<file path="src/rtl/clk_d_mon_if.sv">
// -----------------------------------------------------------------------------
// clk_d_mon_if
// Bundle between a divided-clock source and the clk_d_mon monitor.
//   clk_d        : divided clock under observation (source -> monitor)
//   rise_pls     : one-cycle pulse per detected clk_d rising edge
//   fall_pls     : one-cycle pulse per detected clk_d falling edge
//   period       : last measured rise-to-rise distance in clk cycles
//   high_time    : last measured rise-to-fall distance in clk cycles
//   meas_vld     : one-cycle pulse when period/high_time describe a full period
//   locked       : clk_d ratio currently matches the expected divider
//   err_timeout  : clk_d has stalled
// Modports: master = side that owns clk_d, slave = the monitor.
// -----------------------------------------------------------------------------
interface clk_d_mon_if #(
    parameter int CNT_W = 8
);
    logic             clk_d;
    logic             rise_pls;
    logic             fall_pls;
    logic [CNT_W-1:0] period;
    logic [CNT_W-1:0] high_time;
    logic             meas_vld;
    logic             locked;
    logic             err_timeout;

    modport master (
        output clk_d,
        input  rise_pls,
        input  fall_pls,
        input  period,
        input  high_time,
        input  meas_vld,
        input  locked,
        input  err_timeout
    );

    modport slave (
        input  clk_d,
        output rise_pls,
        output fall_pls,
        output period,
        output high_time,
        output meas_vld,
        output locked,
        output err_timeout
    );
endinterface

</file>
<file path="src/rtl/clk_d_mon.sv">
// -----------------------------------------------------------------------------
// clk_d_mon
// Watches a divided clock (clk_d) that is asynchronous to the system clock,
// measures its period and high time in clk cycles, and reports whether the
// ratio matches DIV_NUM (locked) or whether clk_d has stopped (err_timeout).
//
// Ports:
//   clk  : system clock, all state on its rising edge
//   rst  : synchronous active-high reset
//   mon  : clk_d_mon_if.slave -- clk_d in, measurement/status outputs out
//
// Parameters:
//   DIV_NUM  : expected clk_d period in clk cycles (2..255)
//   CNT_W    : width of the counters and measurement outputs
//   LOCK_CNT : consecutive good periods needed to declare lock (1..15)
//   TIMEOUT  : clk cycles without a clk_d rise that count as a stall
// -----------------------------------------------------------------------------
module clk_d_mon #(
    parameter int DIV_NUM  = 2,
    parameter int CNT_W    = 8,
    parameter int LOCK_CNT = 4,
    parameter int TIMEOUT  = 255
) (
    input  logic        clk,
    input  logic        rst,
    clk_d_mon_if.slave  mon
);

    typedef enum logic [1:0] {
        ST_SEARCH = 2'd0,
        ST_TRACK  = 2'd1,
        ST_LOCK   = 2'd2
    } state_e;

    localparam logic [CNT_W-1:0] CNT_MAX = {CNT_W{1'b1}};
    localparam logic [CNT_W-1:0] DIV_C   = CNT_W'(DIV_NUM);
    // An odd ratio sampled at 50% duty gives floor or ceil of half the period.
    localparam logic [CNT_W-1:0] HI_MIN  = CNT_W'(DIV_NUM / 2);
    localparam logic [CNT_W-1:0] HI_MAX  = CNT_W'((DIV_NUM + 1) / 2);
    localparam logic [CNT_W-1:0] TMO_C   = CNT_W'(TIMEOUT);
    localparam logic [3:0]       LOCK_C  = 4'(LOCK_CNT);

    // Saturating increment shared by both measurement counters.
    function automatic logic [CNT_W-1:0] sat_inc(input logic [CNT_W-1:0] v);
        logic [CNT_W-1:0] r;
        if (v == CNT_MAX) begin
            r = v;
        end else begin
            r = v + CNT_W'(1);
        end
        return r;
    endfunction

    // Synchronizer and edge history
    logic             sync1_q;
    logic             sync2_q;
    logic             prev_q;

    // Measurement datapath
    logic [CNT_W-1:0] per_cnt_q;
    logic [CNT_W-1:0] per_cnt_d;
    logic [CNT_W-1:0] hi_cnt_q;
    logic [CNT_W-1:0] hi_cnt_d;
    logic [CNT_W-1:0] high_time_q;
    logic [CNT_W-1:0] high_time_d;
    logic             rise_pls_q;
    logic             fall_pls_q;

    // Lock FSM and its registered outputs
    state_e           state_q;
    logic [3:0]       match_q;
    logic [CNT_W-1:0] period_q;
    logic             meas_vld_q;
    logic             locked_q;
    logic             err_q;

    // Decoded events for the current cycle
    logic             rise_s;
    logic             fall_s;
    logic             good_s;
    logic             timeout_s;

    // Edge detection, period quality and stall detection for this cycle.
    always_comb begin
        rise_s    = sync2_q & ~prev_q;
        fall_s    = ~sync2_q & prev_q;
        // high_time_q still holds the value from the fall inside the period
        // that is closing now; a fall can never coincide with a rise.
        good_s    = (per_cnt_q == DIV_C) &&
                    (high_time_q >= HI_MIN) && (high_time_q <= HI_MAX);
        // A rise in the same cycle wins over the stall condition.
        timeout_s = (state_q != ST_SEARCH) && (per_cnt_q >= TMO_C) && !rise_s;
    end

    // Next-state values for the period and high-time counters.
    always_comb begin
        per_cnt_d   = per_cnt_q;
        hi_cnt_d    = hi_cnt_q;
        high_time_d = high_time_q;

        if (rise_s) begin
            per_cnt_d = CNT_W'(1);
        end else begin
            per_cnt_d = sat_inc(per_cnt_q);
        end

        if (rise_s) begin
            hi_cnt_d = CNT_W'(1);
        end else if (sync2_q) begin
            hi_cnt_d = sat_inc(hi_cnt_q);
        end else begin
            hi_cnt_d = hi_cnt_q;
        end

        if (fall_s) begin
            high_time_d = hi_cnt_q;
        end else begin
            high_time_d = high_time_q;
        end
    end

    // Synchronizer, edge pulses and measurement counters.
    always_ff @(posedge clk) begin
        if (rst) begin
            sync1_q     <= 1'b0;
            sync2_q     <= 1'b0;
            prev_q      <= 1'b0;
            per_cnt_q   <= '0;
            hi_cnt_q    <= '0;
            high_time_q <= '0;
            rise_pls_q  <= 1'b0;
            fall_pls_q  <= 1'b0;
        end else begin
            sync1_q     <= mon.clk_d;
            sync2_q     <= sync1_q;
            prev_q      <= sync2_q;
            per_cnt_q   <= per_cnt_d;
            hi_cnt_q    <= hi_cnt_d;
            high_time_q <= high_time_d;
            rise_pls_q  <= rise_s;
            fall_pls_q  <= fall_s;
        end
    end

    // Lock FSM: SEARCH waits for a first rise, TRACK counts good periods,
    // LOCK holds until a bad period or a stall.
    always_ff @(posedge clk) begin
        if (rst) begin
            state_q    <= ST_SEARCH;
            match_q    <= 4'd0;
            period_q   <= '0;
            meas_vld_q <= 1'b0;
            locked_q   <= 1'b0;
            err_q      <= 1'b0;
        end else begin
            meas_vld_q <= 1'b0;
            // Lags the state by one cycle, except that a stall drops it at once.
            locked_q   <= (state_q == ST_LOCK) && !timeout_s;

            if (rise_s) begin
                err_q <= 1'b0;
                case (state_q)
                    ST_SEARCH: begin
                        // First rise only marks a reference point, nothing to measure.
                        state_q <= ST_TRACK;
                        match_q <= 4'd0;
                    end
                    ST_TRACK: begin
                        period_q   <= per_cnt_q;
                        meas_vld_q <= 1'b1;
                        if (good_s) begin
                            match_q <= match_q + 4'd1;
                            if ((match_q + 4'd1) >= LOCK_C) begin
                                state_q <= ST_LOCK;
                            end
                        end else begin
                            match_q <= 4'd0;
                        end
                    end
                    ST_LOCK: begin
                        period_q   <= per_cnt_q;
                        meas_vld_q <= 1'b1;
                        if (!good_s) begin
                            state_q <= ST_TRACK;
                            match_q <= 4'd0;
                        end
                    end
                    default: begin
                        state_q <= ST_SEARCH;
                        match_q <= 4'd0;
                    end
                endcase
            end else if (timeout_s) begin
                state_q <= ST_SEARCH;
                match_q <= 4'd0;
                err_q   <= 1'b1;
            end
        end
    end

    assign mon.rise_pls    = rise_pls_q;
    assign mon.fall_pls    = fall_pls_q;
    assign mon.period      = period_q;
    assign mon.high_time   = high_time_q;
    assign mon.meas_vld    = meas_vld_q;
    assign mon.locked      = locked_q;
    assign mon.err_timeout = err_q;

endmodule

</file>
<file path="src/flat_wrapper.sv">
// flat-port wrapper written by rule: the top's interface ports become plain ports
module clk_d_mon_flat 
#(
    parameter int DIV_NUM  = 2,
    parameter int CNT_W    = 8,
    parameter int LOCK_CNT = 4,
    parameter int TIMEOUT  = 255
)
  (clk, rst, mon_clk_d, mon_rise_pls, mon_fall_pls, mon_period, mon_high_time, mon_meas_vld, mon_locked, mon_err_timeout);
  clk_d_mon_if #(.CNT_W(CNT_W)) mon_i ();
  input  logic clk;
  input  logic rst;
  input wire logic [$bits(mon_i.clk_d)-1:0] mon_clk_d;
  output wire logic [$bits(mon_i.rise_pls)-1:0] mon_rise_pls;
  output wire logic [$bits(mon_i.fall_pls)-1:0] mon_fall_pls;
  output wire logic [$bits(mon_i.period)-1:0] mon_period;
  output wire logic [$bits(mon_i.high_time)-1:0] mon_high_time;
  output wire logic [$bits(mon_i.meas_vld)-1:0] mon_meas_vld;
  output wire logic [$bits(mon_i.locked)-1:0] mon_locked;
  output wire logic [$bits(mon_i.err_timeout)-1:0] mon_err_timeout;
  assign mon_i.clk_d = mon_clk_d;
  assign mon_rise_pls = mon_i.rise_pls;
  assign mon_fall_pls = mon_i.fall_pls;
  assign mon_period = mon_i.period;
  assign mon_high_time = mon_i.high_time;
  assign mon_meas_vld = mon_i.meas_vld;
  assign mon_locked = mon_i.locked;
  assign mon_err_timeout = mon_i.err_timeout;
  clk_d_mon #(.DIV_NUM(DIV_NUM), .CNT_W(CNT_W), .LOCK_CNT(LOCK_CNT), .TIMEOUT(TIMEOUT)) u_core (.clk(clk), .rst(rst), .mon(mon_i));
endmodule
</file>
<file path="config.mk">
export PLATFORM = sky130hd
export DESIGN_NAME = clk_d_mon_flat
export DESIGN_NICKNAME = d
export VERILOG_FILES = /design/src/rtl/clk_d_mon_if.sv /design/src/rtl/clk_d_mon.sv /design/src/flat_wrapper.sv
export SDC_FILE = /design/constraint.sdc
export NUM_CORES = 1
export LEC_CHECK = 0
export ABC_AREA = 1
export CORE_MARGIN = 2
export CORE_UTILIZATION = 35
export DETAILED_ROUTE_END_ITERATION = 10
export MAX_ROUTING_LAYER = met4
export SLEW_MARGIN = 5
export SYNTH_ARGS = -nofsm -noshare
export SYNTH_HDL_FRONTEND = slang
export SYNTH_SLANG_ARGS = --single-unit
</file>
<file path="constraint.sdc">
create_clock -name clk -period 1.4 [get_ports clk]
set_clock_uncertainty 0.15 [all_clocks]
set_input_delay 0.28 -clock clk [delete_from_list [all_inputs] [get_ports clk]]
set_output_delay 0.28 -clock clk [all_outputs]
set_load 0.02 [all_outputs]
</file>
======== After elaboration in Yosys (flattened, before gate mapping) ========
Index checks and enable logic that the tools add are counted.
word-level totals
  input bits .............................. 3
  output and inout port bits .............. 21
  flip-flop bits (word level) ............. 46
  word-level logic and storage cells ...... 75
operators by class
  equality and inequality tests ........... 10
  add/sub/neg operators ................... 3
  muxes and demuxes ....................... 17
  magnitude comparators ................... 4
  bitwise logic cells ..................... 6
  reductions and logical operators ........ 19
operators with widths
  kind                   count
  $add A8 B1 Y8 const B  2
  $eq A8 B8 Y1 const B   2
  $mux W4                4
  $mux W2                5
  $ne A3 B3 Y1 const B   3
  $eq A8 B2 Y1 const B   1
  $ge A8 B1 Y1 const B   1
  $ge A8 B8 Y1 const B   1
  $le A8 B1 Y1 const B   1
  $pmux W4 S2            1
  $reduce_and A2 Y1      4
  $mux W1                6
  $pmux W2 S3            1
  $reduce_bool A2 Y1     3
  $reduce_or A2 Y1       3
  $logic_and A1 B1 Y1    5
  $add A4 B1 Y4 const B  1
  $ge A4 B3 Y1 const B   1
  $ne A2 B1 Y1 const B   2
  $not A1 Y1             4
  $reduce_and A4 Y1      1
  $and A1 B1 Y1          2
  $eq A2 B1 Y1 const B   1
  $eq A2 B2 Y1 const B   1
  other kinds (2)        3

======== Longest topological paths before layout ========
  depth in word-level cells ............... 6
  mapped depth ............................ 13
  depth with buffers taken out ............ 13

======== Worst setup path before layout ========
OpenSTA, ideal clock, no wires.
  path type ............................... register -> register
  start point ............................. reg u_core.state_q[0]
  end point ............................... reg u_core.period_q[0], in the netlist u_core.mon.period[0]
  required time ........................... 1.118 ns
  arrival time ............................ 1.251 ns
  cell stages (with the launch flop) ...... 7
  path slack .............................. -0.133 ns
  library setup time ...................... 0.132 ns
  period minus slack after synthesis ...... 1.533 ns
  path buffers ............................ 1
  cell sequence ........................... dfxtp_1 -> inv_1 -> ha_1 -> clkbuf_1 -> nand2_1 -> nand2_1 -> a21oi_1
between the ends
  word-level cells in the longest chain between the ends .. 3
  elaborated cells between the ends (all ways) .. 4
  classes of those cells .................. eq/ne: 2; reduce/logical: 2
ends and longest elaborated chain
  element                                       RTL line          text
  from (decl)                                   clk_d_mon.sv:70   state_e state_q;
  from (signal assigned)                        clk_d_mon.sv:149  state_q <= ST_SEARCH;
  from (signal assigned)                        clk_d_mon.sv:165  state_q <= ST_TRACK;
  from (signal assigned)                        clk_d_mon.sv:174  state_q <= ST_LOCK;
  $eq A2 B1 Y1 or $eq A2 B2 Y1 (tied branches)  clk_d_mon.sv:162  case (state_q)
  $reduce_or A2 Y1 (no line) (*)                -
  $reduce_and A2 Y1 (no line) (*)               -
  to (signal assigned)                          clk_d_mon.sv:169  period_q <= per_cnt_q;
  to (signal assigned)                          clk_d_mon.sv:181  period_q <= per_cnt_q;
  to (decl)                                     clk_d_mon.sv:72   logic [CNT_W-1:0] period_q;
Every way passes the cells marked *; elsewhere a longest branch is shown, timed or not.
A chain may end at the register's enable or synchronous reset.

======== Worst setup path after layout ========
  start point ............................. reg u_core.per_cnt_q[0]
  end point ............................... reg u_core.state_q[1]
between the ends
  word-level cells in the longest chain between the ends .. 5
  elaborated cells between the ends (all ways) .. 10
  classes of those cells .................. order compare: 1; eq/ne: 3; reduce/logical: 6
ends and longest elaborated chain
  element                                                       RTL line                          text
  from (decl)                                                   clk_d_mon.sv:60                   logic [CNT_W-1:0] per_cnt_q;
  from (signal assigned)                                        clk_d_mon.sv:137                  per_cnt_q <= per_cnt_d;
  $ge A8 B8 Y1 or $eq A8 B2 Y1 (tied branches)                  clk_d_mon.sv:92, clk_d_mon.sv:89
  $logic_and A1 B1 Y1, on equally long branches                 clk_d_mon.sv:92, clk_d_mon.sv:89
  $logic_and A1 B1 Y1, on equally long branches                 clk_d_mon.sv:92, clk_d_mon.sv:90
  $reduce_bool A2 Y1 (no line) or $ne A3 B3 Y1 (tied branches)  -
  $reduce_and A4 Y1 (no line) (*)                               -
Marked as above.

==> run metrics <==
most frequent cells in the layout=buf_4, dfxtp_1, nor2_1; syn nets=279; row count=27; metal2 WL=2.43 mm; Max rail drop VDD=547 uV; worst rel slew slack=0.717; RSZ-0062 raised after global routing=yes; synthesized flop and latch total=46; number of library cell types mapped by synthesis=30; Inserted Diodes=0; WP data arrival=1.65 ns; Syn Inst Count=268; period utilization=1.12; Die Ht=80.5 um; Crit Path Class=register to register; Setup crit end kind=register; P per Cell Area=862 nW/um2; grt ovf=0; Pre-Repair DR Iteration Count=4; final non-filler cell total=412; Leakage=1.33 nW; Final setup viols=9; NumNets Final=350; syn_area_per_cell=7.65 um2; commonest non-fill, non-tap cell in the layout=buf_4; clk buf depth=2; vias in the first global route=1783; Clock Sink Count=46; critical path launch point=u_core.per_cnt_q[0]$_SDFFE_PP0P_; CTS buffer count=5; Setup crit start kind=register; H-tree lvl count=2; CTS tree=yes; post-DP HPWL=3.66 mm; fmax=0.635 GHz; wire length of the first global-routing pass=8.18 mm; DR iter-0 viols=60; internal reg-to-reg setup slack=-0.17 ns; largest net degree at the start of global routing=15; Port Buffer Count=23; DR WL met3=125 um; post-route ant nets=0; initial antenna violation count=0; area leader, netlist=dfxtp_1; CP Data Required Time=1.47 ns; share of layout cells above drive strength 1=0.374; clk root buf=clkbuf_8; Final Hold Viols=0; CTS clk-pin slew, worst paths=0.08 ns; Clock Latency Late Sink=0.30 ns; drt via density=4.62; DRC viols=0; max cap viols=0; r2r startpoint=u_core.per_cnt_q[0]$_SDFFE_PP0P_; crit path time final=1.57 ns; Ports=24; via count=1902; Post-Route WL=4.97 mm; Least-Margin Pin Slew=0.424 ns; worst min-delay path category=register to register; post-synth top area share=0.449; Seq/Total Area, Yosys=0.449; status=complete, but fails checks; Die W=80.5 um; post-route setup slack=-0.175 ns; worst-path fanout max=5; Pwr Total=2.49 mW; Initial Util=0.368; area growth from synthesis to layout=41.1%; dpl cells=399; fill cell count=551; Die Area=6480 um2; Routed met1 length=2.34 mm; min-delay src=u_core.sync1_q$_SDFF_PP0_; failing checks=setup timing; Ys Warns=0; top cells by area, synth=dfxtp_1, a21oi_1, inv_1; WL/cell=12.1 um; CORE AREA=5570 um2; DR top layer=met4; Placer Congestion=0.818; Slew Viols, Final=0; Mapped Area=2050 um2; GR Util All Layers=0.169
==> cell usage after synthesis <==
master    count
xor2_1        1
inv_1        36
nor3_2        1
dfxtp_1      46
nand4_1       4
inv_2         1
o21a_1        4
a211oi_1      1
buf_6         1
ha_1          8
and2_1        1
a31oi_1       2
nor2_2        3
nor3_4        1
nand3_2       1
nand2_2       4
nand2_4       2
clkbuf_1      2
buf_1         1
nand4_2       1
o21ai_0      21
nand2_1      34
buf_2         2
a21oi_1      27
nor2_1       35
or2_2         1
nand3_1      22
clkbuf_2      1
nor3_1        1
xnor2_1       3
==> power by group <==
group          internal [mW]  switching [mW]
sequential              1.34          0.0264
clock                  0.399           0.436
combinational          0.129           0.161
==> final timing paths <==
kind                                                       end  cells past startpoint
worst max-delay path            u_core.state_q[1]$_SDFFE_PP0P_                     12
worst min-delay path                 u_core.sync2_q$_SDFF_PP0_                      2
worst min register to register       u_core.sync2_q$_SDFF_PP0_                      2
worst max register to register  u_core.state_q[1]$_SDFFE_PP0P_                     12
==> worst max-delay path: stages (launching register included) <==
cell and delay [ns]:
dfxtp_2 0.34, inv_2 0.08, ha_4 0.13, inv_2 0.03
nor2_2 0.06, nand2_1 0.06, nor2_2 0.10, nand3_1 0.09
nand2_2 0.13, nand2_4 0.10, nand2_1 0.07, nand2_1 0.04
a21oi_1 0.13
==> flip-flops by register name (all words and copies together), names as in the netlist, 2 cells and up <==
| name | cells |
|---|---|
| u_core.mon.high_time | 8 |
| u_core.per_cnt_q | 8 |
| u_core.hi_cnt_q | 8 |
| u_core.mon.period | 8 |
| u_core.state_q | 2 |
| u_core.match_q | 4 |
==> metal layers <==
metal  up-vias  GRT usage
met5         -          -
met4         0     0.0610
li1       1005          -
met3         9     0.0360
met2        22      0.276
met1       866      0.207
==> cell families (layout without fill, tap and decap cells) <==
kind of cell    Yosys count  count (layout)  share of synthesized area
compound gates           55              55                      0.142
xor+xnor                  4               4                     0.0171
fa+ha+maj                 8               8                     0.0488
buf+inv                  44             115                     0.0861
flops                    46              46                      0.449
simple gates            111             112                      0.257
==> what timing repair did <==
item	4_1_cts	5_1_grt
gates cloned	1	0
buffers inserted	2	2
pin swaps	5	5
endpoints found under the hold margin	0	0
gates resized for setup	54	52
setup endpoints to repair	39	53
hold buffers	0	0
==> per-stage QoR <==
step                      TNS (ns)   util  setup WS (ns)  cell area (um2)  hold WS, ns
after floorplan             -0.205      -        -0.0524             2070        0.237
after global placement       -3.82  0.480         -0.184             2680        0.243
after detailed placement     -4.45  0.480         -0.227             2680        0.249
after CTS                    -1.13  0.507         -0.182             2830        0.260
after global routing         -3.05  0.519         -0.320             2890        0.272
final                        -1.06  0.519         -0.175             2890        0.257
==> final cells by class <==
cell class	count	area (um2)	area share
well taps	72	90.1	0.0312
flip-flops and latches	46	938	0.325
clock buffers	7	86.3	0.0299
clock inverters	1	5.00	0.00173
inverters	37	139	0.0480
repair buffers	70	528	0.183
multi-input cells	179	1100	0.382
Note: power is estimated with default switching activity, not from simulation.
